$ cat config.mk
export PLATFORM = sky130hd
export DESIGN_NAME = frame_receiver
export DESIGN_NICKNAME = d
export VERILOG_FILES = /design/src/rtl/frame_receiver.sv
export SDC_FILE = /design/constraint.sdc
export NUM_CORES = 1
export LEC_CHECK = 0
export BUFFER_PORTS_ARGS = -buffer_cell sky130_fd_sc_hd__buf_4
export CORE_UTILIZATION = 63
export DETAILED_ROUTE_END_ITERATION = 16
export PLACE_DENSITY = 0.84
export SLEW_MARGIN = 20
export SYNTH_ARGS = -nofsm -noshare
export SYNTH_HDL_FRONTEND = slang
export SYNTH_SLANG_ARGS = --single-unit
$ cat constraint.sdc
create_clock -name clk -period 5.7 [get_ports clk]
set_clock_uncertainty 0.1 [all_clocks]
set_input_delay 0.855 -clock clk [delete_from_list [all_inputs] [get_ports clk]]
set_output_delay 0.855 -clock clk [all_outputs]
set_load 0.05 [all_outputs]
$ cat src/rtl/frame_receiver.sv
// frame_receiver: decodes a pulse-width-coded serial LED data line into W-bit
// frames. The length of each high pulse selects the bit value. A long low
// period latches the frame set and resets the frame indexing.
module frame_receiver #(
  parameter int W        = 24,
  parameter int NUM_LEDS = 8,
  parameter int T_MIN    = 5,
  parameter int T_THRESH = 30,
  parameter int T_MAX    = 75,
  parameter int T_RESET  = 2500
) (
  input  logic         clk,
  input  logic         rst,
  input  logic         din,
  output logic [W-1:0] frame_data,
  output logic         frame_valid,
  output logic [2:0]   frame_index,
  output logic         set_done,
  output logic         latch,
  output logic         bit_error
);

  localparam int MAXC = ((T_MAX + 1) > T_RESET) ? (T_MAX + 1) : T_RESET;
  localparam int CW   = $clog2(MAXC + 1);
  localparam int BW   = (W > 1) ? $clog2(W) : 1;

  typedef logic [CW-1:0] cnt_t;
  typedef logic [BW-1:0] bcnt_t;

  localparam cnt_t  T_MIN_C    = cnt_t'(T_MIN);
  localparam cnt_t  T_THRESH_C = cnt_t'(T_THRESH);
  localparam cnt_t  T_MAX_C    = cnt_t'(T_MAX);
  localparam cnt_t  T_SAT_C    = cnt_t'(T_MAX + 1);
  localparam cnt_t  T_RESET_C  = cnt_t'(T_RESET);
  localparam cnt_t  T_LATCH_C  = cnt_t'(T_RESET - 1);
  localparam bcnt_t LAST_BIT   = bcnt_t'(W - 1);
  localparam logic [2:0] LAST_IDX = 3'(NUM_LEDS - 1);

  typedef enum logic [1:0] {IDLE, HIGH, LOW} state_t;

  state_t      state, next_state;
  logic        din_s1, din_s2, din_d;
  logic        rise, fall;
  cnt_t        high_cnt, low_cnt;
  logic [W-1:0] shift_reg;
  bcnt_t       bit_cnt;
  logic [2:0]  idx;

  logic shift_en, bit_val, glitch, overflow, do_latch;

  assign rise = din_s2 & ~din_d;
  assign fall = ~din_s2 & din_d;

  // Two-flop synchronizer plus a registered copy for edge detection
  always_ff @(posedge clk) begin
    if (rst) begin
      din_s1 <= 1'b0;
      din_s2 <= 1'b0;
      din_d  <= 1'b0;
    end else begin
      din_s1 <= din;
      din_s2 <= din_s1;
      din_d  <= din_s2;
    end
  end

  // State register
  always_ff @(posedge clk) begin
    if (rst) state <= IDLE;
    else     state <= next_state;
  end

  // Next-state logic: rising edges start a pulse, falling edges end it, long lows latch
  always_comb begin
    next_state = state;
    unique case (state)
      IDLE: if (rise) next_state = HIGH;
      HIGH: if (fall) next_state = LOW;
      LOW: begin
        if (rise)          next_state = HIGH;
        else if (do_latch) next_state = IDLE;
      end
      default: next_state = IDLE;
    endcase
  end

  // Decode strobes: bit shift, glitch, over-long pulse and latch detection
  always_comb begin
    shift_en = 1'b0;
    glitch   = 1'b0;
    overflow = 1'b0;
    do_latch = 1'b0;
    bit_val  = (high_cnt >= T_THRESH_C);
    if (state == HIGH) begin
      if (fall) begin
        if (high_cnt < T_MIN_C)        glitch   = 1'b1;
        else if (high_cnt <= T_MAX_C)  shift_en = 1'b1;
      end else if (high_cnt == T_MAX_C) begin
        overflow = 1'b1;
      end
    end else if (!rise && low_cnt == T_LATCH_C) begin
      do_latch = 1'b1;
    end
  end

  // High and low duration counters, each saturating so they never wrap
  always_ff @(posedge clk) begin
    if (rst) begin
      high_cnt <= '0;
      low_cnt  <= '0;
    end else begin
      if (rise)
        high_cnt <= cnt_t'(1);
      else if (state == HIGH && high_cnt != T_SAT_C)
        high_cnt <= high_cnt + cnt_t'(1);

      if (fall)
        low_cnt <= cnt_t'(1);
      else if (state != HIGH && low_cnt != T_RESET_C)
        low_cnt <= low_cnt + cnt_t'(1);
    end
  end

  // Shift register, frame assembly, frame indexing and the sticky error flag
  always_ff @(posedge clk) begin
    if (rst) begin
      shift_reg   <= '0;
      bit_cnt     <= '0;
      idx         <= '0;
      frame_data  <= '0;
      frame_index <= '0;
      frame_valid <= 1'b0;
      set_done    <= 1'b0;
      latch       <= 1'b0;
      bit_error   <= 1'b0;
    end else begin
      frame_valid <= 1'b0;
      set_done    <= 1'b0;
      latch       <= 1'b0;
      if (shift_en) begin
        shift_reg <= {shift_reg[W-2:0], bit_val};
        if (bit_cnt == LAST_BIT) begin
          bit_cnt     <= '0;
          frame_data  <= {shift_reg[W-2:0], bit_val};
          frame_valid <= 1'b1;
          frame_index <= idx;
          set_done    <= (idx == LAST_IDX);
          idx         <= (idx == LAST_IDX) ? 3'd0 : idx + 3'd1;
        end else begin
          bit_cnt <= bit_cnt + bcnt_t'(1);
        end
      end
      if (glitch) bit_error <= 1'b1;
      if (overflow) begin
        bit_error <= 1'b1;
        bit_cnt   <= '0;
      end
      if (do_latch) begin
        latch   <= 1'b1;
        bit_cnt <= '0;
        idx     <= '0;
        if (bit_cnt != '0) bit_error <= 1'b1;
      end
    end
  end

endmodule

# After elaboration in Yosys (flattened, before gate mapping)
# Index checks and enable logic that the tools add are counted.
[totals]
regBits = 91
in_bits = 3
out_inout_bits = 31
word_cells = 87
[classes]
addsub = 4
order_cmp = 3
eq_ne = 12
muxes = 29
n_bitwise = 6
reduce_logical = 16
[op_table]
columns = ["op", "count"]
rows = [
  ["12-bit by 1-bit adder with 12-bit output, second input constant", 2],
  ["1-bit two-way mux", 22],
  ["12-bit == test, second input constant", 1],
  ["12-bit by 7-bit == test with 1-bit output, second input constant", 1],
  ["12-bit by 5-bit greater-or-equal comparator with 1-bit output, second input constant", 1],
  ["12-bit by 7-bit <= comparator with 1-bit output, second input constant", 1],
  ["12-bit by 3-bit less-than comparator with 1-bit output, second input constant", 1],
  ["12-bit != test, second input constant", 1],
  ["12-bit by 7-bit != test with 1-bit output, second input constant", 1],
  ["2-bit two-way mux", 4],
  ["2-bit OR reduction", 4],
  ["2-bit case mux with 3 select lines", 1],
  ["3-bit OR reduction", 2],
  ["5-bit by 1-bit adder with 5-bit output, second input constant", 1],
  ["5-bit == test, second input constant", 1],
  ["5-bit two-way mux", 1],
  ["5-bit nonzero test", 1],
  ["2-bit != test, second input constant", 2],
  ["1-bit NOT", 4],
  ["2-bit nonzero test", 2],
  ["3-bit by 1-bit adder with 3-bit output, second input constant", 1],
  ["3-bit == test, second input constant", 1],
  ["1-bit logical AND", 3],
  ["3-bit two-way mux", 1],
  ["other kinds (9)", 10],
]

# Longest topological paths before layout
# Gate-level depths: netlist of the first run.
[depth]
ltp_word = 9
mapped_depth = 9
depth_no_buf = 7

# Worst setup path before layout of the first run
# Ideal clock, no wire load.
[synth_path]
kind = "input-to-reg"
startpoint = "input rst"
endpoint = "register bit_error"
setup_time_ns = 0.132
t_arrival_ns = 1.699
required_time_ns = 5.468
path_slack_ns = 3.769
path_stages = 4
path_cell_list = "clkbuf_1 clkbuf_1 clkbuf_1 a21oi_1"
[synth_lines]
columns = ["item", "line", "text"]
rows = [
  ["from (decl)", "13", "input logic rst,"],
  ["to (signal assigned)", "135", "bit_error <= 1'b0;"],
  ["to (signal assigned)", "153", "if (glitch) bit_error <= 1'b1;"],
  ["to (signal assigned)", "155", "bit_error <= 1'b1;"],
  ["to (decl)", "20", "output logic bit_error"],
]
# No word-level cell between the ends.

# Worst setup path after layout of the first run
[layout_path]
startpoint = "register high_cnt[7]"
endpoint = "register bit_cnt[3]"
[layout_via]
elab_chain_len = 5
word_cells_on_any_way = 11
classes_between = "2 x order compare; 1 x eq/ne; 7 x mux; 1 x reduce/logical"
[layout_rtl]
columns = ["item", "line", "text"]
rows = [
  ["from (decl)", "44", "cnt_t high_cnt, low_cnt;"],
  ["from (signal assigned)", "113", "high_cnt <= cnt_t'(1);"],
  ["from (signal assigned)", "115", "high_cnt <= high_cnt + cnt_t'(1);"],
  ["12-bit by 7-bit <= comparator with 1-bit output or 12-bit by 7-bit == test with 1-bit output (tied branches)", "97, 98", ""],
  ["1-bit two-way mux, on equally long branches", "97, 98", ""],
  ["1-bit two-way mux, on equally long branches", "96, 95", ""],
  ["1-bit two-way mux, on equally long branches", "95, 94", ""],
  ["1-bit two-way mux or 3-bit OR reduction (tied branches)", "n/a", ""],
  ["to (signal assigned)", "150", "bit_cnt <= bit_cnt + bcnt_t'(1);"],
  ["to (decl)", "46", "bcnt_t bit_cnt;"],
]
# Several ways; a longest one is shown, not always the timed one.
# A chain may end at the register's enable or synchronous reset.

==> flow_metrics.py, run 1 <==
metrics = {
    "sta": {
        "setup_viol": 0,
        "post-route-period-util_pct": 48.8,
        "holdWs_ps": 351,
        "finalHoldViolCount": 0,
        "fin_crit_ps": 2780,
        "slew_headroom_pct": 30.1,
        "tightest_slew_ps": 1040,
        "drv_slew": 0,
        "max_freq_ghz": 0.359,
        "fin_setup_tns_ps": 0,
        "rsz0062_at_grt": "false",
    },
    "placed_design": {
        "dp_hpwl_um": 4730,
        "routabilityCongestion": 0.858,
        "portBuffers": 33,
    },
    "setup_path": {
        "worstSetupStartpointType": "flop",
        "slowest_delay_ps": 850,
        "end_kind": "flop",
        "criticalPathCategory": "reg2reg",
        "crit_path_cell_trace": "or4_4 > a211oi_2 > and2_1 > a31oi_1 > a311oi_2",
        "cp.arrival_ps": 2960,
        "r2r_slack_ps": 2920,
        "rr_endpoint": "bit_cnt[3]",
        "rr_worst_depth": 5,
        "crit_fanout": 28,
        "cpMaxStageDelayCell": "and2_1",
        "cp.required_ps": 5880,
        "regToRegStartpoint": "high_cnt[7]",
    },
    "floorplan": {
        "io_pins": 34,
        "start_util_pct": 66.7,
        "coreArea_um2": 5610,
        "die_w_um": 79.0,
        "die_h_um": 79.0,
        "rows": 27,
        "die_area_um2": 6250,
    },
    "layout": {
        "final_common_cell": "nand2_1",
        "utilization_pct": 73.9,
        "nets": 488,
        "area_growth_pct": 10.8,
        "layout_common_cells": "nand2_1 (113), dfxtp_1 (91), a21oi_1 (63), buf_4 (33), nor2_1 (31)",
        "diodes": 0,
        "fill_cells": 460,
        "largest_reg_flops": 24,
        "drive_gt1_share_pct": 11.0,
    },
    "min_path": {
        "whs_endpoint": "din_s2",
        "holdCritStartpoint": "din_s1",
        "hold_path_class": "reg2reg",
        "hold_path_depth": 1,
    },
    "clocking": {
        "clk_pin_slew_worst_paths_ps": 90,
        "cts.sinks": 91,
        "postCtsSetupRepairBufs": 0,
        "cts_hold_buf": 0,
        "cts_resized": 0,
        "cts_buffers": 9,
        "root_buffer": "clkbuf_8",
        "clock_path_buffers": 2,
        "cts_max_level": 3,
        "clock_latency_ps": 360,
        "cts_tree": "yes",
    },
    "global_routing": {
        "grt_overflow_total": 0,
        "antenna_found_initial": 0,
        "grt_pass1_wl_um": 12000,
        "first_global_vias": 2827,
        "grt_max_degree": 65,
        "grt_usage_pct": 24.3,
    },
    "route": {
        "wl_um": 7160,
        "vias": 3093,
        "drt_iter0_drc": 119,
        "vias_per_cell": 5.60,
        "wire_per_inst_um": 13.0,
        "ant_nets": 0,
        "firstDrtPassIters": 4,
        "post-route-drc-count": 0,
    },
    "logic_synthesis": {
        "ys_ff_latch": 91,
        "syn_nets": 468,
        "yosys_warnings": 0,
        "synth-edff-count": 0,
        "synth.distinct_cells": 39,
        "avgSynthCellArea_um2": 8.22,
        "async_reset_ff_share_pct": 0,
        "synthCells": 455,
        "synth_flop_cell": "dfxtp_1",
        "synthesis.area_um2": 3740,
        "yosysSeqAreaShare_pct": 48.7,
    },
    "power": {
        "p_leak_nw": 1.47,
        "p_per_area_nw_per_um2": 259,
        "vdd.ir_drop.worst_mv": 0.192,
    },
    "status": {
        "status": "completed",
    },
    "flow_run": {
        "cap_violations": 0,
    },
}
## synth_stat cells (5+ instances only)
cell type | instances | share of area [%]
nand2_1 | 113 | 11
xnor2_1 | 9 | 2.1
nand4_1 | 6 | 1.0
xor2_1 | 10 | 2.3
a21oi_1 | 63 | 8.4
nand2b_1 | 7 | 1.2
nor2b_1 | 8 | 1.3
o21ai_0 | 7 | 0.94
nor2_1 | 31 | 3.1
ha_1 | 10 | 3.3
clkbuf_1 | 17 | 1.7
nand3_1 | 17 | 2.3
nor3_1 | 10 | 1.3
dfxtp_1 | 91 | 49
and2_1 | 5 | 0.84
inv_1 | 9 | 0.90
or3_1 | 5 | 0.84
## stage by stage
stage	power (mW)	cells	area, µm²	setup WS [ps]
CTS	1.08	552	4140	2620
detailed placement	0.691	536	3960	2660
global route	1.11	552	4140	2750
global placement	0.688	536	3960	2700
finish	1.07	552	4140	2920
floorplan	0.683	455	3740	3770
## final cells by class
type                            count  area, µm²  share of cell area [%]
Clock inverter                      5       37.5                   0.906
Clock buffer                       11        141                    3.41
Multi-Input combinational cell    331       1770                    42.7
Inverter                            9       33.8                   0.815
Timing Repair Buffer               33        248                    5.98
Sequential cell                    91       1820                    44.0
Tap cell                           72       90.1                    2.17
## report_power, final
part	switching [mW]	internal [mW]
registers	0.00476	0.640
clock network	0.225	0.172
logic	0.0211	0.0103
## worst max-delay path: cells and delay by family, from the launching register on
family	cells	cell delay, ps
flops	1	350
compound gates	3	820
simple gates	2	1420
## metal layers
layer / routed length (µm) / global-route usage, % / vias to the layer above
met1: 3130 / 27.7 / 1454
met4: 154 / 12.9 / 0
met2: 3610 / 42.7 / 65
li1: - / - / 1559
met5: 0 / 0 / -
met3: 278 / 4.83 / 15
## how the worst max path moves through the flow
stage                      from         end  slack, ps  cells after the start
CTS                 high_cnt[7]      idx[0]       2620                      5
floorplan                   rst   bit_error       3770                      4
global placement    high_cnt[7]      idx[0]       2700                      5
detailed placement  high_cnt[7]      idx[0]       2660                      5
finish              high_cnt[7]  bit_cnt[3]       2920                      5
global route        high_cnt[1]  bit_cnt[3]       2750                      7
## cell families (layout without fill, tap and decap cells)
kind of cell	after synthesis	after routing	share of synthesized area [%]
AND/OR/NAND/NOR	221	221	27.4
buffers and inverters	33	58	4.11
flip-flops	91	91	48.7
XOR/XNOR	19	19	4.45
AO/OA/AOI/OAI	80	80	11.7
multiplexers	1	1	0.268
adder cells (fa/ha/maj)	10	10	3.35
Note: power is estimated with default switching activity, not from simulation.
==> run 2: changes to the inputs <==
--- a/config.mk
+++ b/config.mk
@@ -6,9 +6,9 @@
 export NUM_CORES = 1
 export LEC_CHECK = 0
 export BUFFER_PORTS_ARGS = -buffer_cell sky130_fd_sc_hd__buf_4
-export CORE_UTILIZATION = 63
+export CORE_UTILIZATION = 58
 export DETAILED_ROUTE_END_ITERATION = 16
-export PLACE_DENSITY = 0.84
+export PLACE_DENSITY = 0.78
 export SLEW_MARGIN = 20
 export SYNTH_ARGS = -nofsm -noshare
 export SYNTH_HDL_FRONTEND = slang
==> constraint.sdc (replaced) <==
create_clock -name clk -period 2.8 [get_ports clk]
set_clock_uncertainty 0.1 [all_clocks]
set_input_delay 0.42 -clock clk [delete_from_list [all_inputs] [get_ports clk]]
set_output_delay 0.42 -clock clk [all_outputs]
set_load 0.05 [all_outputs]
==> flow_metrics.py, run 2 (synthesis results as in run 1) <==
metrics = {
    "status": {
        "status": "completed",
    },
    "layout": {
        "diodes": 0,
        "area_growth_pct": 12.4,
        "layout_common_cells": "nand2_1 (113), dfxtp_1 (91), a21oi_1 (63), buf_4 (40), nor2_1 (31)",
        "final_common_cell": "nand2_1",
        "nets": 495,
        "largest_reg_flops": 24,
        "fin_area_um2": 4200,
        "drive_gt1_share_pct": 11.9,
    },
    "global_routing": {
        "first_global_vias": 2774,
        "grt_pass1_wl_um": 11800,
        "grt_usage_pct": 22.7,
        "grt_max_degree": 34,
        "grt_overflow_total": 0,
        "antenna_found_initial": 0,
    },
    "power": {
        "p_per_area_nw_per_um2": 533,
        "p_int_mw": 1.74,
        "p_leak_nw": 1.52,
        "p_sw_share_pct": 22.5,
        "pwr-share-clk_pct": 38.6,
        "combPwrFrac_pct": 2.9,
        "vdd.ir_drop.worst_mv": 0.418,
        "p_seq_share_pct": 58.5,
        "switchingPower_uw": 504,
    },
    "route": {
        "ant_nets": 0,
        "post-route-drc-count": 0,
        "wire_per_inst_um": 12.4,
        "firstDrtPassIters": 4,
        "vias": 3027,
        "drt_iter0_drc": 176,
        "vias_per_cell": 5.39,
        "wl_um": 6990,
    },
    "floorplan": {
        "rows": 28,
        "coreArea_um2": 6060,
        "die_area_um2": 6770,
        "die_w_um": 82.3,
        "io_pins": 34,
        "start_util_pct": 61.7,
        "die_h_um": 82.3,
    },
    "flow_run": {
        "cap_violations": 0,
    },
    "clocking": {
        "clk_pin_slew_worst_paths_ps": 90,
        "cts_tree": "yes",
        "cts.sinks": 91,
        "root_buffer": "clkbuf_8",
        "clock_path_buffers": 2,
        "cts_buffers": 9,
        "clock_latency_ps": 350,
        "cts_max_level": 3,
        "cts_resized": 0,
        "postCtsSetupRepairBufs": 0,
        "cts_hold_buf": 0,
    },
    "placed_design": {
        "place_area_um2": 4010,
        "portBuffers": 33,
        "dp_hpwl_um": 4750,
        "routabilityCongestion": 0.853,
    },
    "setup_path": {
        "worstSetupStartpointType": "flop",
        "criticalPathCategory": "reg2reg",
        "end_kind": "flop",
        "crit_fanout": 12,
        "cp.required_ps": 2920,
        "cp.arrival_ps": 2360,
    },
    "sta": {
        "fin_crit_ps": 2240,
        "slew_headroom_pct": 30.9,
        "drv_slew": 0,
        "tightest_slew_ps": 1020,
        "max_freq_ghz": 0.446,
        "rsz0062_at_grt": "false",
        "fin_setup_tns_ps": 0,
        "finalHoldViolCount": 0,
        "setup_viol": 0,
        "post-route-period-util_pct": 80.0,
    },
    "min_path": {
        "hold_path_class": "in2reg",
    },
}
run 2: cell types whose count changed in the layout (fill, tap and decap cells not counted), sizes merged:
cell,before,now
buf,33,40
clkinvlp,2,0
bufinv,0,1
clkbuf,11,10
clkinv,2,3
inv,10,11
run 2: through the flow:
stage,util [%],total power [mW],instances,hold slack [ps],setup WS (ps)
final,69.4,2.24,562,196,559
after global placement,66.2,1.40,546,329,644
after CTS,69.4,2.25,562,201,566
after floorplan,-,1.39,455,314,876
after detailed placement,66.2,1.41,546,345,586
after global routing,69.4,2.32,562,191,378
run 2: path summary, 6_finish.rpt:
check | from | end | slack (ps) | depth (start not counted)
max reg2reg | high_cnt[5] | high_cnt[9] | 560 | 5
min reg2reg | frame_data[21] | frame_data[21] | 350 | 2
max | high_cnt[5] | high_cnt[9] | 560 | 5
min | din | din_s1 | 200 | 2
run 2: final cells by class:
type,count,area [µm²]
Clock buffer,10,128
Fill cell,504,1860
Multi-Input combinational cell,331,1760
Clock inverter,6,62.6
Sequential cell,91,1820
Tap cell,75,93.8
Inverter,9,33.8
Timing Repair Buffer,40,300
run 2: critical path, stage by stage, from the launching register on:
cell and delay, ps:
dfxtp_1 520, nor4_1 120, a41oi_1 860, nand4_1 230, xor2_1 210, nor2_1 60
run 2: layer usage:
layer | global-route usage (%) | wire length [µm]
met5 | 0 | 0
met4 | 10.7 | 124
met3 | 4.84 | 235
met2 | 38.8 | 3330
met1 | 27.0 | 3290
run 2: power by group through the flow:
stage	sequential, mW	combinational, mW	clock, mW
after floorplan	1.34	0.0501	0
after global placement	1.34	0.0611	0
after detailed placement	1.34	0.0640	0
after CTS	1.31	0.0641	0.879
after global routing	1.31	0.0722	0.937
final	1.31	0.0643	0.866
==> run 3: changes to the inputs <==
--- a/config.mk
+++ b/config.mk
@@ -6,9 +6,9 @@
 export NUM_CORES = 1
 export LEC_CHECK = 0
 export BUFFER_PORTS_ARGS = -buffer_cell sky130_fd_sc_hd__buf_4
-export CORE_UTILIZATION = 58
+export CORE_UTILIZATION = 53
 export DETAILED_ROUTE_END_ITERATION = 16
-export PLACE_DENSITY = 0.78
+export PLACE_DENSITY = 0.75
 export SLEW_MARGIN = 20
 export SYNTH_ARGS = -nofsm -noshare
 export SYNTH_HDL_FRONTEND = slang
==> constraint.sdc (replaced) <==
create_clock -name clk -period 1.8 [get_ports clk]
set_clock_uncertainty 0.1 [all_clocks]
set_input_delay 0.27 -clock clk [delete_from_list [all_inputs] [get_ports clk]]
set_output_delay 0.27 -clock clk [all_outputs]
set_load 0.05 [all_outputs]
==> flow_metrics.py, run 3 (synthesis results as in run 1) <==
metrics = {
    "floorplan": {
        "die_w_um": 86,
        "coreArea_um2": 6790,
        "io_pins": 34,
        "start_util_pct": 55.0,
        "die_area_um2": 7400,
        "die_h_um": 86,
        "rows": 30,
    },
    "clocking": {
        "cts_max_level": 3,
        "cts.sinks": 91,
        "root_buffer": "clkbuf_8",
        "clock_latency_ps": 350,
        "cts_hold_buf": 0,
        "cts_buffers": 9,
        "clock_path_buffers": 2,
        "cts_tree": "yes",
        "clk_pin_slew_worst_paths_ps": 90,
    },
    "sta": {
        "tightest_slew_ps": 484,
        "drv_slew": 0,
        "holdWs_ps": 35.0,
        "finalHoldViolCount": 0,
        "slew_headroom_pct": 67.6,
        "post-route-period-util_pct": 110,
        "rsz0062_at_grt": "true",
        "max_freq_ghz": 0.504,
        "setup_slack_ps": -186,
        "fin_crit_ps": 1990,
        "setup_viol": 60,
    },
    "placed_design": {
        "place_inst": 607,
        "dp_hpwl_um": 5280,
        "dp_slack_ps": -136,
        "portBuffers": 33,
        "routabilityCongestion": 0.809,
    },
    "power": {
        "pwr-share-clk_pct": 40.8,
        "switchingPower_uw": 812,
        "combPwrFrac_pct": 3.7,
        "p_sw_share_pct": 22.1,
        "p_int_mw": 2.87,
        "p_leak_nw": 1.85,
        "p_seq_share_pct": 55.4,
        "fin_total_pwr_mw": 3.68,
        "vdd.ir_drop.worst_mv": 0.360,
        "p_per_area_nw_per_um2": 732,
    },
    "global_routing": {
        "antenna_found_initial": 0,
        "grt_use_met1_pct": 28.0,
        "grt_max_degree": 34,
        "grt_usage_pct": 22.3,
        "met2_usage_pct": 38.7,
        "busiest_layer": "met2",
        "use_met3_pct": 4.33,
        "grt_overflow_total": 0,
        "grt_pass1_wl_um": 13200,
        "first_global_vias": 2937,
    },
    "setup_path": {
        "crit_fanout": 12,
        "cpMaxStageDelayCell": "or4_4",
        "cp.arrival_ps": 2190,
        "crit_path_cell_trace": "or4_4 > buf_4 > nor2_4 > and4_4 > buf_8 > nor2b_4 > and2_1",
        "criticalPathCategory": "reg2reg",
        "end_kind": "flop",
        "worstSetupStartpointType": "flop",
        "critical-path-top-delay-family": "simple AND/OR/NAND/NOR gates",
        "cp.required_ps": 2000,
        "worst-path-buf-inv": 2,
        "slowest_delay_ps": 550,
    },
    "layout": {
        "seqCellArea_um2": 1830,
        "diodes": 0,
        "stdcell_count": 632,
        "layout_common_cells": "nand2_1 (104), dfxtp_1 (85), buf_4 (77), a21oi_1 (42), nor2_1 (30)",
        "final_common_cell": "nand2_1",
        "fill_cells": 508,
        "drive_gt1_share_pct": 31.0,
        "utilization_pct": 74.0,
        "area_growth_pct": 34.4,
        "multi_input_area_um2": 2050,
        "largest_reg_flops": 24,
        "nets": 544,
    },
    "status": {
        "status": "complete, but fails checks",
        "violations": "negative setup slack",
    },
    "flow_run": {
        "cap_violations": 0,
    },
    "route": {
        "vias": 3368,
        "wire_per_inst_um": 13.6,
        "ant_nets": 0,
        "firstDrtPassIters": 5,
        "post-route-drc-count": 0,
        "drt_iter0_drc": 137,
        "wl_um": 8610,
        "vias_per_cell": 5.33,
    },
    "min_path": {
        "hold_path_class": "in2reg",
    },
}
run 3: cell count changes in the layout (fill, tap and decap cells not counted), moves of 3 or more:
cell	change
dfxtp_1	-6
nand3_2	+7
dfxtp_2	+6
a21oi_1	-21
buf_8	+3
buf_12	+3
nand2_2	+6
nand2_1	-9
buf_6	+4
nand2_4	+3
nand3_1	-7
a21oi_2	+21
buf_4	+37
run 3: area by class of cell:
type | instances | share of cell area (%)
clock inverter | 6 | 1.77
sequential | 91 | 36.4
tap | 96 | 2.39
multi-input combinational | 331 | 40.8
inverter | 9 | 0.672
timing repair buffer | 89 | 15.5
clock buffer | 10 | 2.54
run 3: path summary, 6_finish.rpt:
path                                     start              to  slack (ps)  cells past startpoint
worst min-delay path                       din          din_s1          30                      2
worst max register to register    high_cnt[10]        set_done        -190                      7
worst max-delay path              high_cnt[10]        set_done        -190                      7
worst min register to register  frame_data[19]  frame_data[19]         350                      2
run 3: per-layer routing:
metal	wire, µm	part of all wire [%]	vias to the layer above
met5	0	0	-
met4	95	1.1	0
met3	286	3.3	9
met2	4320	50	72
met1	3900	45	1609
li1	-	-	1678
run 3: stage by stage:
step	TNS [ps]	cell area [µm²]
2_1_floorplan	-527	3780
3_3_place_gp	-2100	4400
3_5_place_dp	-4220	4400
4_1_cts	-3910	4650
5_1_grt	-11020	5030
6_report	-6060	5030
run 3: worst reg2reg max path, cell delays in order, from the launching register on:
cell	delay, ps
dfxtp_2	340
or4_4	550
buf_4	170
nor2_4	80
and4_4	280
buf_8	160
nor2b_4	140
and2_1	120
run 3: what timing repair did:
action                     in CTS  in global routing
gates cloned                    0                  2
gates resized for setup         5                 70
pin swaps                       0                 25
setup endpoints to repair      61                 75
buffers inserted                2                  5
run 3: power by group through the flow:
stage	sequential (mW)	clock, mW	combinational (mW)
3_5_place_dp	2.09	0	0.121
6_report	2.04	1.50	0.137
3_3_place_gp	2.09	0	0.116
2_1_floorplan	2.08	0	0.0780
4_1_cts	2.04	1.52	0.121
5_1_grt	2.04	1.61	0.152
